### src/rtl/muldiv_if.sv
// muldiv_if: request/response handshake bundle for muldiv_unit.
// master = pipeline (EX stage), slave = the multiply/divide unit.
interface muldiv_if #(
  parameter int XLEN = 32
);
  logic            flush;
  logic            in_valid;
  logic            in_ready;
  logic [2:0]      op;
  logic [XLEN-1:0] op1;
  logic [XLEN-1:0] op2;
  logic            out_valid;
  logic            out_ready;
  logic [XLEN-1:0] result;
  logic            busy;

  modport master (
    output flush, in_valid, op, op1, op2, out_ready,
    input  in_ready, out_valid, result, busy
  );

  modport slave (
    input  flush, in_valid, op, op1, op2, out_ready,
    output in_ready, out_valid, result, busy
  );
endinterface

### src/rtl/muldiv_unit.sv
// muldiv_unit: iterative RV32M multiply/divide, one result bit per cycle, one op in flight.
// Define MULDIV_FAST_MUL_EN to make all multiplies a single combinational step.
module muldiv_unit #(
  parameter int XLEN = 32
) (
  input  logic    clk,
  input  logic    rst,
  muldiv_if.slave io
);
  localparam int CNT_W = $clog2(XLEN) + 1;
  localparam logic [XLEN-1:0] MIN_NEG = {1'b1, {(XLEN-1){1'b0}}};

  typedef enum logic [1:0] {IDLE, CALC, DONE} state_t;
  state_t state, state_n;

  logic [2:0]       op_r;
  logic [XLEN-1:0]  a_r, hi_r, lo_r, res_r;
  logic             neg_r;
  logic [CNT_W-1:0] cnt_r;

  logic            acc, is_div, s1, s2, neg, dz, ovf, early, last;
  logic [XLEN-1:0] m1, m2, spec_res, early_res;

  // Accept-side decode: operand signedness, magnitudes and the one-cycle special cases
  always_comb begin
    acc    = io.in_valid && (state == IDLE) && !io.flush;
    is_div = io.op[2];
    s1     = io.op1[XLEN-1] && (io.op inside {3'd0, 3'd1, 3'd2, 3'd4, 3'd6});
    s2     = io.op2[XLEN-1] && (io.op inside {3'd0, 3'd1, 3'd4, 3'd6});
    neg    = (io.op == 3'd6) ? s1 : (s1 ^ s2);
    m1     = s1 ? -io.op1 : io.op1;
    m2     = s2 ? -io.op2 : io.op2;
    dz     = is_div && (io.op2 == '0);
    ovf    = is_div && !io.op[0] && (io.op1 == MIN_NEG) && (io.op2 == '1);
    if (dz) spec_res = io.op[1] ? io.op1 : '1;
    else    spec_res = io.op[1] ? '0 : io.op1;
  end

`ifdef MULDIV_FAST_MUL_EN
  logic [2*XLEN-1:0] fprod;
  assign fprod     = {{XLEN{s1}}, io.op1} * {{XLEN{s2}}, io.op2};
  assign early     = dz || ovf || !is_div;
  assign early_res = (dz || ovf)         ? spec_res :
                     (io.op[1:0] == 2'd0) ? fprod[XLEN-1:0] : fprod[2*XLEN-1:XLEN];
`else
  assign early     = dz || ovf;
  assign early_res = spec_res;
`endif

  // One iteration: shift-add multiply on {hi,lo}, restoring divide with hi=remainder, lo=quotient
  logic [XLEN:0]     madd, rsh, diff;
  logic [XLEN-1:0]   mhi, mlo, dhi, dlo, dval, fin_res;
  logic [2*XLEN-1:0] prod;

  always_comb begin
    madd = {1'b0, hi_r} + (lo_r[0] ? {1'b0, a_r} : '0);
    mhi  = madd[XLEN:1];
    mlo  = {madd[0], lo_r[XLEN-1:1]};
    rsh  = {hi_r, lo_r[XLEN-1]};
    diff = rsh - {1'b0, a_r};
    dhi  = diff[XLEN] ? rsh[XLEN-1:0] : diff[XLEN-1:0];
    dlo  = {lo_r[XLEN-2:0], ~diff[XLEN]};
    prod = neg_r ? -{mhi, mlo} : {mhi, mlo};
    dval = op_r[1] ? dhi : dlo;
    if (op_r[2])                fin_res = neg_r ? -dval : dval;
    else if (op_r[1:0] == 2'd0) fin_res = prod[XLEN-1:0];
    else                        fin_res = prod[2*XLEN-1:XLEN];
  end

  assign last = (state == CALC) && (cnt_r == CNT_W'(XLEN - 1));

  always_ff @(posedge clk) begin
    if (rst) state <= IDLE;
    else     state <= state_n;
  end

  always_comb begin
    state_n = state;
    unique case (state)
      IDLE:    if (acc) state_n = early ? DONE : CALC;
      CALC:    if (last) state_n = DONE;
      DONE:    if (io.out_ready) state_n = IDLE;
      default: state_n = IDLE;
    endcase
    if (io.flush) state_n = IDLE;
  end

  always_ff @(posedge clk) begin
    if (rst) begin
      op_r  <= '0;
      a_r   <= '0;
      hi_r  <= '0;
      lo_r  <= '0;
      res_r <= '0;
      neg_r <= 1'b0;
      cnt_r <= '0;
    end else if (!io.flush) begin
      if (acc) begin
        op_r  <= io.op;
        neg_r <= neg;
        cnt_r <= '0;
        hi_r  <= '0;
        a_r   <= is_div ? m2 : m1;
        lo_r  <= is_div ? m1 : m2;
        if (early) res_r <= early_res;
      end else if (state == CALC) begin
        hi_r <= op_r[2] ? dhi : mhi;
        lo_r <= op_r[2] ? dlo : mlo;
        if (last) res_r <= fin_res;
        else      cnt_r <= cnt_r + 1'b1;
      end
    end
  end

  assign io.in_ready  = (state == IDLE);
  assign io.out_valid = (state == DONE);
  assign io.busy      = (state != IDLE);
  assign io.result    = res_r;
endmodule

### src/flat_wrapper.sv
// flat-port wrapper written by rule: the top's interface ports become plain ports
module muldiv_unit_flat 
#(
  parameter int XLEN = 32
)
  (clk, rst, io_flush, io_in_valid, io_op, io_op1, io_op2, io_out_ready, io_in_ready, io_out_valid, io_result, io_busy);
  muldiv_if #(.XLEN(XLEN)) io_i ();
  input  logic clk;
  input  logic rst;
  input wire logic [$bits(io_i.flush)-1:0] io_flush;
  input wire logic [$bits(io_i.in_valid)-1:0] io_in_valid;
  input wire logic [$bits(io_i.op)-1:0] io_op;
  input wire logic [$bits(io_i.op1)-1:0] io_op1;
  input wire logic [$bits(io_i.op2)-1:0] io_op2;
  input wire logic [$bits(io_i.out_ready)-1:0] io_out_ready;
  output wire logic [$bits(io_i.in_ready)-1:0] io_in_ready;
  output wire logic [$bits(io_i.out_valid)-1:0] io_out_valid;
  output wire logic [$bits(io_i.result)-1:0] io_result;
  output wire logic [$bits(io_i.busy)-1:0] io_busy;
  assign io_i.flush = io_flush;
  assign io_i.in_valid = io_in_valid;
  assign io_i.op = io_op;
  assign io_i.op1 = io_op1;
  assign io_i.op2 = io_op2;
  assign io_i.out_ready = io_out_ready;
  assign io_in_ready = io_i.in_ready;
  assign io_out_valid = io_i.out_valid;
  assign io_result = io_i.result;
  assign io_busy = io_i.busy;
  muldiv_unit #(.XLEN(XLEN)) u_core (.clk(clk), .rst(rst), .io(io_i));
endmodule
### config.mk
export PLATFORM = sky130hd
export DESIGN_NAME = muldiv_unit_flat
export DESIGN_NICKNAME = d
export VERILOG_FILES = /design/src/rtl/muldiv_if.sv /design/src/rtl/muldiv_unit.sv /design/src/flat_wrapper.sv
export SDC_FILE = /design/constraint.sdc
export NUM_CORES = 1
export LEC_CHECK = 0
export ABC_CLOCK_PERIOD_IN_PS = 5300
export CORE_MARGIN = 10
export CORE_UTILIZATION = 56
export CTS_BUF_LIST = sky130_fd_sc_hd__clkbuf_16
export CTS_CLUSTER_DIAMETER = 100
export DETAILED_ROUTE_END_ITERATION = 16
export PLACE_DENSITY = 0.85
export SYNTH_ARGS = -nofsm -noshare
export SYNTH_HDL_FRONTEND = slang
export SYNTH_SLANG_ARGS = --single-unit
### constraint.sdc
create_clock -name clk -period 5.3 [get_ports clk]
set_clock_uncertainty 0.15 [all_clocks]
set_input_delay 0.53 -clock clk [delete_from_list [all_inputs] [get_ports clk]]
set_output_delay 0.53 -clock clk [all_outputs]
set_load 0.01 [all_outputs]
## Word level (Yosys, flattened, before mapping)

Index checks and enable logic that the tools add are counted.

- $add $sub $neg: 7
- Equality and inequality tests: 14
- Multiplexer cells: 33
- Bitwise operators: 3
- Reductions and logical operators: 27

Operators with widths:

| kind | number |
|---|---|
| $mux 32 | 23 |
| $neg 32->32 | 3 |
| $eq 32x32->1 const B | 2 |
| $mux 64 | 1 |
| $neg 64->64 | 1 |
| $add 32x33->33 | 1 |
| $sub 33x32->33 | 1 |
| $logic_not 32->1 | 1 |
| $mux 6 | 3 |
| $logic_and 1x1->1 | 9 |
| $mux 2 | 4 |
| $add 6x1->6 const B | 1 |
| $eq 3x3->1 const B | 2 |
| $eq 6x5->1 const B | 1 |
| $ne 2x1->1 const B | 3 |
| $pmux 2 s3 | 1 |
| $reduce_and 3->1 | 2 |
| $reduce_bool 2->1 | 3 |
| $reduce_bool 5->1 | 1 |
| $logic_not 2->1 | 2 |
| $ne 2x2->1 const B | 2 |
| $reduce_and 2->1 | 2 |
| $reduce_and 4->1 | 1 |
| $reduce_bool 4->1 | 1 |
| other kinds (11) | 13 |

- Bits in registers: 140
- Bits of input ports: 72
- Output and inout port bits: 35
- Logic and storage cells: 92

## Logic depth before layout (Yosys ltp)

Gate-level depths: netlist of the first run.

- Depth in word-level cells: 9
- Gate-level depth with buffers: 23
- Depth with buffers taken out: 20

## Worst setup path after synthesis of the first run

No wires, ideal clock.

- Kind: register -> register
- Start point: register u_core.lo_r[31]
- End point: register u_core.res_r[30], in the netlist u_core.io.result[30]
- Setup time: 0.086 ns
- Arrival: 5.388 ns
- Required time: 5.064 ns
- Path slack: -0.324 ns
- Stages on the path, launching flop included: 24
- Buffers on the path: 3
- Clock period less this slack: 5.624 ns
- Cell sequence: dfxtp_1 -> inv_1 -> ha_1 -> inv_1 -> fa_1 -> a211oi_2 -> o211ai_1 -> a21oi_2 -> o21ai_4 -> a31oi_4 -> xnor2_2 -> buf_4 -> buf_2 -> buf_1 -> mux2i_1 -> a21o_1 -> ha_1 -> o21ai_0 -> nor4_2 -> nand3_2 -> or3_1 -> or4_1 -> a31o_1 -> a211oi_1

- Word-level cells in the longest chain between the ends: 9
- Elaborated cells on any way between the ends: 13
- Classes of those cells: add/sub: 3; mux: 9; bitwise: 1

RTL lines:

| item | line | text |
|---|---|---|
| from (decl) | muldiv_unit.sv:17 | `logic [XLEN-1:0] a_r, hi_r, lo_r, res_r;` |
| from (signal assigned) | muldiv_unit.sv:104 | `lo_r <= is_div ? m1 : m2;` |
| from (signal assigned) | muldiv_unit.sv:108 | `lo_r <= op_r[2] ? dlo : mlo;` |
| $sub 33x32->33 | muldiv_unit.sv:60 | `diff = rsh - {1'b0, a_r};` |
| $mux 32 or $not 1->1 (tied branches) | muldiv_unit.sv:61, muldiv_unit.sv:62 |  |
| $mux 32 | muldiv_unit.sv:64 | `dval = op_r[1] ? dhi : dlo;` |
| $neg 32->32 | muldiv_unit.sv:65 | `if (op_r[2]) fin_res = neg_r ? -dval : dval;` |
| $mux 32 | muldiv_unit.sv:65 |  |
| $mux 32 * | muldiv_unit.sv:65 |  |
| $mux 32 * | muldiv_unit.sv:109 | `if (last) res_r <= fin_res;` |
| $mux 32 * | muldiv_unit.sv:106 | `end else if (state == CALC) begin` |
| $mux 32 * | muldiv_unit.sv:98 | `if (acc) begin` |
| to (signal assigned) | muldiv_unit.sv:105 | `if (early) res_r <= early_res;` |
| to (signal assigned) | muldiv_unit.sv:109 |  |
| to (decl) | muldiv_unit.sv:17 |  |

Every way passes the cells marked *; elsewhere a longest branch is shown, timed or not. The select of a mux whose other input is x is not followed.
A chain may end at the register's enable or synchronous reset.

## Worst setup path in the final report of the first run

Ends and elaborated chain as after synthesis.

==> summary.txt, run 1 <==
Setup path
  – CP arrival: 5.41 ns
  – Reg2reg path depth: 21
  – CP startpoint: u_core.lo_r[31]
  – Crit Path Class: flip-flop to flip-flop
  – CP max stage delay: 0.40 ns
  – Critical Path End Type: flip-flop
  – Crit path top cell by count: ha_1
  – Crit-path slowest cell: or4_1
  – Worst setup SP type: flip-flop
  – Worst path required time: 5.52 ns
  – Setup crit end: u_core.io.result[30]
  – CP cell instances: inv_2, ha_1, inv_1, fa_2, a211oi_4, o211ai_1, a21oi_2, o21ai_4, a31oi_4, xnor2_4, mux2i_2, a21o_1, ha_1, o21ai_0, nor4_2, buf_4, nand3_2, or3_4, or4_1, a31o_1, a211oi_1
  – Crit Path Max Fanout: 4
  – Reg2reg setup slack: 0.11 ns
  – RR Startpoint: u_core.lo_r[31]
  – FF-to-FF End: u_core.io.result[30]

Yosys
  – Synth area leaders: dfxtp_1 17%, a21oi_1 7.8%, nor2_1 6.3%
  – Cell area after synthesis: 16,590 sq um
  – EDFF count, synth: 0
  – Synth unique cells: 91
  – Syn Nets: 2,560
  – YS warnings: 0
  – Top cell type's share of synthesized area: 16.90%
  – Predominant post-synthesis flop cell: dfxtp_1
  – Top-count cell post-synth: nor2_1
  – #FFs+latches synth: 140
  – Synth top cells by count: 280 x nor2_1, 266 x nand2_1, 260 x a21oi_1, 146 x clkbuf_1, 140 x dfxtp_1
  – Avg Inst Size Synth: 6.866 sq um
  – Ys async rst share: 0%
  – Post-synthesis cell count: 2,416
  – Share of the yosys chip area belonging to registers: 16.90%
  – Area leader, netlist: dfxtp_1

Timing
  – Fin crit share: 97.95%
  – Final worst-path setup slack: 0.1084 ns
  – Min cycle time layout: 5.192 ns
  – Endpoints failing hold: 0
  – Pins Over Slew Limit: 0
  – Tightest Pin Transition: 1.262 ns
  – Worst relative slew slack: 14.79%
  – Fmax: 192.6 MHz
  – # setup viols final: 0

Finish
  – Register area: 2809 sq um
  – Layout Cells excl Fill: 2,865
  – Fill cells: 2,602
  – Fraction of layout cells with a size suffix above 1: 9.032%
  – Synth-to-Final Area Change: 14.47%
  – Final #Nets: 2,612
  – Multi-input gate area: 12,970 sq um

Route
  – Average routed wire per standard cell: 25.69 um
  – DR pass1 iterations: 9
  – Post-DR vias/cell: 6.921
  – Post-Route WL: 73,610 um
  – Antenna viol nets, final: 0
  – DR iter-0 viols: 2,756
  – Vias: 19.83k
  – DRC errors left: 0

Flow run
  – Max-cap violations: 0

Status
  – Outcome: finished clean

Placed design
  – RD Place Congestion: 1.090
  – I/O Buffers: 106
  – Dpl hpwl: 56,420 um
  – Pre-CTS WS: 0.07669 ns
  – Dpl cells: 2,829

Clocking
  – CTS sink cnt: 140
  – Clk_lat worst skew: 0.46 ns
  – H-Tree Level Count: 4
  – Max clock buf depth: 2
  – CTS tree: built
  – TritonCTS Buffers: 17
  – Clock transition at path regs: 0.06 ns
  – Root Buffer: clkbuf_16

Floorplan
  – Chip width: 192.1 um
  – Total core area: 28,940 sq um
  – DIE AREA: 36,910 sq um
  – Initial Util: 57.33%
  – Std cell rows: 62
  – Die Y: 192.1 um
  – I/O pins: 107

Pwr
  – Maximum VDD drop: 243.9 uV
  – Power Total: 3.838 mW
  – PwrDens: 202.1 nW/um^2
  – Lkg Pwr: 7.013 nW

GRT
  – Largest net degree at the start of global routing: 79
  – GRT Total Usage: 38.69%
  – Vias in the first global route: 18.28k
  – Global-route wire length before repair: 110,500 um
  – Total grt overflow: 0
  – Antenna violations before repair: 5

Worst hold path
  – HP Class: flip-flop to flip-flop
==> layer usage <==
layer	part of all wire [%]	GRT usage [%]	up-vias	wire length [um]
met5	0.065	0	-	48
met4	7.0	23.23	8	5123
met3	11	9.539	309	8266
met2	44	60.20	1328	32190
met1	38	47.45	9296	27980
li1	-	-	8887	-
==> final cells by class <==
| class | instances | area share, % |
|---|---|---|
| well taps | 384 | 2.530 |
| clock buffers | 17 | 2.240 |
| multi-input cells | 2023 | 68.31 |
| clock inverters | 14 | 0.6589 |
| inverters | 72 | 1.423 |
| repair buffers | 214 | 10.03 |
| diodes | 1 | 0.01318 |
| flip-flops and latches | 140 | 14.79 |
==> registers in the layout, summed over array words and instances (netlist names) <==
name              cells
u_core.a_r           32
u_core.lo_r          32
u_core.neg_r          1
u_core.state          2
u_core.cnt_r          6
u_core.hi_r          32
u_core.io.result     32
u_core.op_r           3
==> cell usage in the layout, fill, tap and decap left out, types with 69 or more instances in the layout <==
cell	count
ha_1	70
o21ai_0	126
nand2_1	266
xor2_1	92
nor2_1	276
dfxtp_1	137
clkdlybuf4s50_1	104
a21oi_1	260
mux2i_1	81
buf_4	104
xnor2_1	93
inv_1	69
==> where the power goes <==
group	leakage, nW	switching (mW)	total (mW)	internal (mW)
logic	5.61	0.965	1.50	0.532
registers	1.14	0.0579	1.15	1.09
clock network	0.261	0.553	1.20	0.643
total	7.01	1.58	3.84	2.26
==> worst min-delay path by stage <==
stage | from | end | cells after the start
global placement | u_core.io.result[2] | u_core.io.result[2] | 2
floorplan | u_core.a_r[13] | u_core.a_r[13] | 2
detailed placement | u_core.io.result[17] | u_core.io.result[17] | 2
finish | u_core.io.result[17] | u_core.io.result[17] | 2
CTS | u_core.io.result[17] | u_core.io.result[17] | 2
global route | u_core.io.result[8] | u_core.io.result[8] | 2
==> through the flow <==
step / instance area (sq um) / utilization, % / hold slack, ns / setup TNS (ns)
finish: 18990 / 65.62 / 0.3013 / 0
global route: 18990 / 65.62 / 0.3357 / -0.07294
floorplan: 16620 / - / 0.2903 / 0
detailed placement: 18290 / 63.22 / 0.2923 / 0
CTS: 18840 / 65.13 / 0.3023 / 0
global placement: 18290 / 63.22 / 0.2924 / 0
==> critical path: cells and delay by family (launching register included) <==
kind,cells,cell delay [ns]
AOI/OAI and AO/OA,9,1.92
and+or+nand+nor,4,1.11
adders and majority gates,3,0.74
buffers and inverters,3,0.35
DFF,1,0.32
muxes,1,0.30
xor gates and xnor gates,1,0.21
==> what timing repair did <==
action                     CTS  global route
resized for setup            0            23
hold buffers                 0             0
setup endpoints to repair    0            18
buffers inserted             0             4
==> cell families after synthesis <==
family	synth area share, %
and+or+nand+nor	24.90
AOI/OAI and AO/OA	29.73
buffers and inverters	5.838
xor gates and xnor gates	9.919
DFF	16.90
adders and majority gates	6.969
muxes	5.755
No activity file was read; power rests on OpenSTA's default activity.
==> inputs of run 2 (changes only) <==
--- a/config.mk
+++ b/config.mk
@@ -6,11 +6,13 @@
 export NUM_CORES = 1
 export LEC_CHECK = 0
 export ABC_CLOCK_PERIOD_IN_PS = 5300
+export CAP_MARGIN = 5
 export CORE_MARGIN = 10
 export CORE_UTILIZATION = 56
 export CTS_BUF_LIST = sky130_fd_sc_hd__clkbuf_16
 export CTS_CLUSTER_DIAMETER = 100
 export DETAILED_ROUTE_END_ITERATION = 16
+export MAX_ROUTING_LAYER = met4
 export PLACE_DENSITY = 0.85
 export SYNTH_ARGS = -nofsm -noshare
 export SYNTH_HDL_FRONTEND = slang
==> run 2 against run 1 <==
  * Final cell count fell by 0.35%
  * Clock-buffer cell count did not move
  * Global-route usage shrank 2.5 points
  * Sequential power barely moved
  * First-iteration DRC count grew 26%
  * Clock power hardly changed
  * Utilization is 0.11 points lower
  * Sequential share of layout area about the same
==> summary.txt, run 2 (synthesis results as in run 1) <==
Status
  – Outcome: finished clean

Route
  – DRC errors left: 0
  – DR iter-0 viols: 3,483
  – Post-Route WL: 68,050 um
  – Average routed wire per standard cell: 23.84 um
  – Antenna viol nets, final: 0
  – Post-DR vias/cell: 6.878
  – DR pass1 iterations: 9
  – Vias: 19.64k

Timing
  – Setup TNS: 0 ns
  – Pins Over Slew Limit: 0
  – Tightest Pin Transition: 1.226 ns
  – RSZ-0062 raised after global routing: yes
  – Fmax: 191.4 MHz
  – Min cycle time layout: 5.225 ns
  – Fin crit share: 98.58%
  – Worst relative slew slack: 18.08%
  – # setup viols final: 0
  – Final Hold Slack: 0.2992 ns
  – Final worst-path setup slack: 0.07516 ns
  – Endpoints failing hold: 0

Setup path
  – FF-to-FF End: u_core.io.result[30]
  – Worst setup SP type: flip-flop
  – Reg2reg setup slack: 0.08 ns
  – Crit Path Class: flip-flop to flip-flop
  – RR Startpoint: u_core.lo_r[31]
  – Crit Path Max Fanout: 7
  – CP startpoint: u_core.lo_r[31]
  – CP arrival: 5.45 ns
  – Worst path required time: 5.52 ns
  – Critical Path End Type: flip-flop
  – Setup crit end: u_core.io.result[30]
  – Reg2reg path depth: 20

Placed design
  – I/O Buffers: 106
  – Dpl hpwl: 52,160 um
  – Pre-CTS WS: 0.01077 ns
  – RD Place Congestion: 1.221
  – Area after DPL: 18,170 sq um

Floorplan
  – Total core area: 28,940 sq um
  – I/O pins: 107
  – Die Y: 192.1 um
  – Std cell rows: 62
  – Chip width: 192.1 um
  – Initial Util: 57.33%
  – DIE AREA: 36,910 sq um

Clocking
  – H-Tree Level Count: 4
  – CTS sink cnt: 140
  – Max clock buf depth: 2
  – TritonCTS Buffers: 17
  – Root Buffer: clkbuf_16
  – CTS tree: built
  – Clk_lat worst skew: 0.46 ns
  – Clock transition at path regs: 0.09 ns

Flow run
  – Max-cap violations: 0

Finish
  – Commonest non-fill, non-tap cells in the layout: 276 x nor2_1, 266 x nand2_1, 259 x a21oi_1
  – Most common cell after layout, fill and taps aside: nor2_1
  – Final Instance Area: 18,960 sq um
  – Final #Nets: 2,599
  – Fraction of layout cells with a size suffix above 1: 8.833%
  – Synth-to-Final Area Change: 14.27%

Pwr
  – Internal Power: 2.248 mW
  – Combinational share of power: 38.0%
  – Lkg Pwr: 6.977 nW
  – Maximum VDD drop: 210.7 uV
  – PwrDens: 203.2 nW/um^2
  – Flop pwr share: 29.9%
  – Psw: 1.604 mW
  – Clock power frac: 32.0%
  – Switching Fraction: 41.63%

GRT
  – Largest net degree at the start of global routing: 81
  – Global-route wire length before repair: 102,700 um
  – Antenna violations before repair: 2
  – GRT Total Usage: 36.21%
  – Vias in the first global route: 18.02k
  – Total grt overflow: 0

Worst hold path
  – HP Class: flip-flop to flip-flop
## run 2: cell count changes in the layout (fill, tap and decap cells not counted), moves of 3 or more
cell / before / now
inv_8: 0 / 4
clkinvlp_4: 4 / 0
inv_6: 2 / 5
buf_4: 104 / 92
## run 2: how the worst min path moves through the flow
stage	start	slack, ns	cells after the start	end
CTS	u_core.io.result[17]	0.31	2	u_core.io.result[17]
global route	u_core.io.result[17]	0.32	2	u_core.io.result[17]
floorplan	u_core.a_r[13]	0.29	2	u_core.a_r[13]
detailed placement	u_core.io.result[17]	0.30	2	u_core.io.result[17]
global placement	u_core.io.result[17]	0.28	2	u_core.io.result[17]
finish	u_core.io.result[17]	0.30	2	u_core.io.result[17]
## run 2: what timing repair did
action | in CTS | in global routing
gates resized for setup | 1 | 31
pin swaps | 1 | 12
endpoints found under the setup margin | 2 | 17
setup buffers | 0 | 9
hold buffers | 0 | 0
## run 2: layout make-up
class | instances | area, sq um
Clock inverter | 15 | 148.9
Sequential cell | 140 | 2811
Antenna cell | 3 | 7.507
Inverter | 72 | 270.3
Clock buffer | 17 | 425.4
Fill cell | 2545 | 9980
Multi-Input combinational cell | 2023 | 13000
Timing Repair Buffer | 201 | 1808
Tap cell | 384 | 480.5
## run 2: worst max-delay path, stage by stage (launching register included)
cell and delay [ns]:
dfxtp_2 0.33, inv_2 0.09, ha_4 0.14, inv_2 0.04, fa_2 0.39, a211oi_4 0.30
o211ai_1 0.27, a21oi_2 0.32, o21ai_4 0.09, a31oi_4 0.32, xnor2_4 0.22, mux2i_2 0.29
a21o_1 0.17, ha_2 0.21, o21ai_4 0.08, nor4_4 0.31, nand3_2 0.14, or3_4 0.45
or4_1 0.40, a31o_1 0.23, a211oi_2 0.17
## run 2: metrics by stage
stage | std cells | total power, mW | utilization [%]
floorplan | 2416 | 2.042 | -
global placement | 2812 | 2.507 | 62.78
detailed placement | 2812 | 2.531 | 62.78
CTS | 2844 | 3.734 | 64.78
global route | 2854 | 3.964 | 65.50
finish | 2855 | 3.852 | 65.51
## run 2: power groups by stage
stage                     sequential [mW]  combinational, mW  clock, mW
after floorplan                      1.13              0.913          0
after global placement               1.17               1.34          0
after detailed placement             1.17               1.36          0
after CTS                            1.15               1.37       1.22
after global routing                 1.15               1.55       1.26
final                                1.15               1.46       1.23
## run 2: metal layers
layer	vias up	wire [um]	track usage (%)
li1	8877	-	-
met1	8963	25670	43.77
met2	1489	29250	53.46
met3	307	8536	9.140
met4	0	4594	21.71
met5	-	0	-
